**src/rtl/pq_symbol_serializer_pkg.sv**
```systemverilog
// Shared types and defaults for the PQ symbol serializer.
// Symbol width is fixed at 4 bits; word length is parameterised.
package foo_pkg;

  localparam int pq_symbols = 8;

  typedef logic [3:0] symbol_4b_t;

  typedef enum logic {
    IDLE,
    SHIFT
  } state_t;

endpackage

```
**src/rtl/pq_symbol_serializer.sv**
```systemverilog
// Serializes a word of PQ_SYMBOLS 4-bit symbols, index 0 first,
// with valid/ready on both sides and a synchronous flush.
module pq_symbol_serializer
  import foo_pkg::*;
#(
  parameter int PQ_SYMBOLS = pq_symbols
) (
  input  logic                          i_clk,
  input  logic                          i_rst,
  input  logic                          i_en,
  input  logic [PQ_SYMBOLS*4-1:0]       i_all_symbols_4b,
  output logic                          o_in_ready,
  input  logic                          i_flush,
  output logic                          o_valid,
  output logic [3:0]                    o_symbol_4b,
  output logic [$clog2(PQ_SYMBOLS)-1:0] o_idx,
  output logic                          o_last,
  input  logic                          i_ready
);

  localparam int IW = $clog2(PQ_SYMBOLS);
  localparam int WW = PQ_SYMBOLS * 4;
  localparam logic [IW-1:0] LAST = IW'(PQ_SYMBOLS - 1);

  state_t        state_q;
  state_t        state_d;
  logic [WW-1:0] hold_q;
  logic [IW-1:0] idx_q;
  logic          last_q;
  logic          live_q;
  logic          at_last;
  logic          advance;
  logic          load;
  symbol_4b_t    sym;

  assign at_last = idx_q == LAST;
  assign advance = (state_q == SHIFT) && i_ready;

  always_comb begin
    state_d    = state_q;
    o_in_ready = 1'b0;
    unique case (state_q)
      IDLE:  o_in_ready = live_q;
      SHIFT: o_in_ready = at_last && i_ready;
    endcase
    if (i_flush) o_in_ready = 1'b0;
    load = i_en && o_in_ready;
    if (i_flush) begin
      state_d = IDLE;
    end else if (load) begin
      state_d = SHIFT;
    end else if (advance && at_last) begin
      state_d = IDLE;
    end
  end

  always_ff @(posedge i_clk or posedge i_rst) begin
    if (i_rst) state_q <= IDLE;
    else       state_q <= state_d;
  end

  // live_q keeps o_in_ready low until the first edge after reset
  always_ff @(posedge i_clk or posedge i_rst) begin
    if (i_rst) live_q <= 1'b0;
    else       live_q <= 1'b1;
  end

  // Holding register shifts right so the current symbol is always in [3:0]
  always_ff @(posedge i_clk or posedge i_rst) begin
    if (i_rst) begin
      hold_q <= '0;
      idx_q  <= '0;
      last_q <= 1'b0;
    end else if (i_flush) begin
      hold_q <= '0;
      idx_q  <= '0;
      last_q <= 1'b0;
    end else if (load) begin
      hold_q <= i_all_symbols_4b;
      idx_q  <= '0;
      last_q <= 1'b0;
    end else if (advance) begin
      if (at_last) begin
        hold_q <= '0;
        idx_q  <= '0;
        last_q <= 1'b0;
      end else begin
        hold_q <= hold_q >> 4;
        idx_q  <= idx_q + IW'(1);
        last_q <= (idx_q + IW'(1)) == LAST;
      end
    end
  end

  assign sym         = symbol_4b_t'(hold_q[3:0]);
  assign o_symbol_4b = sym;
  assign o_valid     = state_q == SHIFT;
  assign o_idx       = idx_q;
  assign o_last      = last_q;

endmodule

```
**config.mk**
```make
export PLATFORM = sky130hd
export DESIGN_NAME = pq_symbol_serializer
export DESIGN_NICKNAME = d
export VERILOG_FILES = /design/src/rtl/pq_symbol_serializer_pkg.sv /design/src/rtl/pq_symbol_serializer.sv
export SDC_FILE = /design/constraint.sdc
export NUM_CORES = 1
export LEC_CHECK = 0
export BUFFER_PORTS_ARGS = -buffer_cell sky130_fd_sc_hd__buf_2
export CORE_ASPECT_RATIO = 1.4
export CORE_MARGIN = 4
export CORE_UTILIZATION = 45
export DETAILED_ROUTE_END_ITERATION = 10
export HOLD_SLACK_MARGIN = 0.1
export MAX_ROUTING_LAYER = met4
export PLACE_DENSITY = 0.75
export RECOVER_POWER = 100
export SYNTH_ARGS = -nofsm -noshare
export SYNTH_HDL_FRONTEND = slang
export SYNTH_SLANG_ARGS = --single-unit
```
**constraint.sdc**
```tcl
create_clock -name i_clk -period 2.8 [get_ports i_clk]
set_input_delay 0.56 -clock i_clk [delete_from_list [all_inputs] [get_ports i_clk]]
set_output_delay 0.56 -clock i_clk [all_outputs]
set_load 0.05 [all_outputs]
```
==> reports/qor.yml <==
regArea_sq_um: 951
cts-root-buf: "clkbuf_8"
dieArea_sq_um: 5060
finalHoldViolCount: 0
ant_nets: 0
viasPerCell: 5.90
finalSetupViolations: 0
cap_violations: 1
fin_util_pct: 55.4
die_h_um: 82.6
crit_start: "o_idx[0]"
hold_start: "i_all_symbols_4b[31]"
worstHoldPathType: "input pin to register"
arrival_ps: 1980
violations: "capacitance limit, slew limit"
cts_resized: 0
die_w_um: 61.3
row_count: 26
fp.coreArea_sq_um: 3740
drc_errors: 0
diodes: 0
placed_cell_area_sq_um: 1980
grt_max_degree: 39
cts_tree: "yes"
cts.sinks: 38
status: "finished, violations left"
clock_latency_ps: 290
yosys_register_bits: 38
drt-wirelength-per-cell_um: 16.9
netlist.area_leader.share_pct: 53.2
syn-num-nets: 187
htreeDepth: 2
synth_cells: 147
ys_seq_area_share_pct: 53.2
globalRouteOverflowTotal: 0
track_usage_pct: 17.6
end_kind: "output pin"
slew_viol_final: 39
powerDensity_nw_per_um2: 576
synth.area.top_cells: "dfrtp_1 (53%), a221o_1 (15%), and2_1 (9.5%), buf_6 (2.5%), ha_1 (2.1%)"
wl_mm: 3.88
routabilityCongestion: 0.852
rsz0062_at_grt: "false"
fin_ws_ps: 259
cts_buffers: 5
tns_ps: 0
io_buffer_count: 46
fin_area_sq_um: 2070
dp_cells: 222
postCtsSetupRepairBufs: 0
fin_crit_sh_pct: 90.7
dr_wl_met2_mm: 1.92
dr.pass1.iters: 5
layout.cells.non_filler: 230
num_io_pins: 47
nets: 227
synth_edf_count: 0
yosysTopAreaCell: "dfrtp_1"
path_max_fanout: 7
antenna_found_initial: 0
syn2layout_area_growth_pct: 15.9
cts_hold_buffers: 0
route.vias.total: 1358
worst_pin_slew_ps: 2000
min_period_ps: 2540
syn_area_sq_um: 1790
cts.path.max_buffers: 2
nFillCells: 355
path_clk_slew_ps: 70
met3WireLength_um: 244
slew_headroom_pct: -33.4
worstSetupPathType: "register to output pin"
finClkSkew_ps: 4.37
initial_core_util_pct: 47.8
p_leak_uw: 0.00103
drive_above_1_share_pct: 25.0
routed.top_layer: "met4"
grt_pass1_wl_mm: 6.36
yosysUniqueCellTypes: 29
yosysWarnings: 0
synth_ff_type: "dfrtp_1"
wl_met1_mm: 1.65
multi_input_area_sq_um: 718
avgSynthCellArea_sq_um: 12.2
max_freq_ghz: 0.394
ys_async_sr_fraction_pct: 100
start_kind: "register"
dp_hpwl_mm: 2.74
grt_pass1_vias: 1377
drt_iter0_markers: 85
pre_cts_ws_ps: 403
r2r-start: "o_idx[0]"
peakVddDrop_v: 0.000394
critical_path_required_ps: 2240
[report_power, final]
group	switching [uW]	internal [uW]
clock network	190	262
logic	86.9	55.3
registers	18.6	579
[cells in the final DEF, fill, tap and decap left out, drive strengths merged, types with 3 or more instances in the layout]
cell type / n
clkbuf: 16
dfrtp: 38
ha: 3
and2: 27
nor2: 4
nor3: 3
nand2b: 3
buf: 37
inv: 3
a22o: 4
a221o: 26
[cells by family after synthesis]
logic type               synth area share [%]
buffers and inverters                    6.58
AO/OA/AOI/OAI                            21.0
AND/OR/NAND/NOR                          15.8
multiplexers                             1.12
other                                   0.210
adder cells (fa/ha/maj)                  2.10
flip-flops                               53.2
[final timing paths]
path,to,slack [ps],cells past startpoint
min in group asynchronous,hold_q[0],980,3
setup / recovery,o_in_ready,260,6
setup reg to reg,o_idx[1],370,5
hold reg to reg,hold_q[31],500,1
hold / removal,hold_q[31],490,2
max in group asynchronous,hold_q[7],670,3
[synth_stat cells (all sizes together) (3+ instances only)]
master / count
clkbuf: 3
and2: 27
buf: 12
inv: 3
a221o: 26
nand2b: 3
nor3: 3
ha: 3
nor2: 4
a22o: 4
dfrtp: 38
[layer usage]
metal	track usage [%]	vias up
li1	-	628
met1	22.0	673
met2	27.5	49
met3	4.35	8
met4	5.86	0
met5	-	-
[state kept, by name, summed over array words and instances, names as in the netlist]
name	flops
o_valid	1
hold_q	32
o_last	1
live_q	1
o_idx	3
[critical path, cell delays in order, from the launching register on]
cell      delay (ps)
dfrtp_1          410
ha_1             170
ha_1             240
and3_1           260
nor2_1            60
nor2_1            90
clkbuf_1         470
[final cells by class]
class                   instances  share of cell area (%)
well taps                      42                    2.54
clock buffers                   5                    3.32
flip-flops and latches         38                    45.9
repair buffers                 48                    11.1
clock inverters                 3                    1.93
inverters                       3                   0.544
multi-input cells              91                    34.7
[stage by stage]
stage,hold slack (ps),power [uW]
final,494,1190
after global routing,480,1240
after CTS,384,1210
after detailed placement,484,753
after global placement,477,747
after floorplan,458,707
Power figures use the tool's default switching activity.
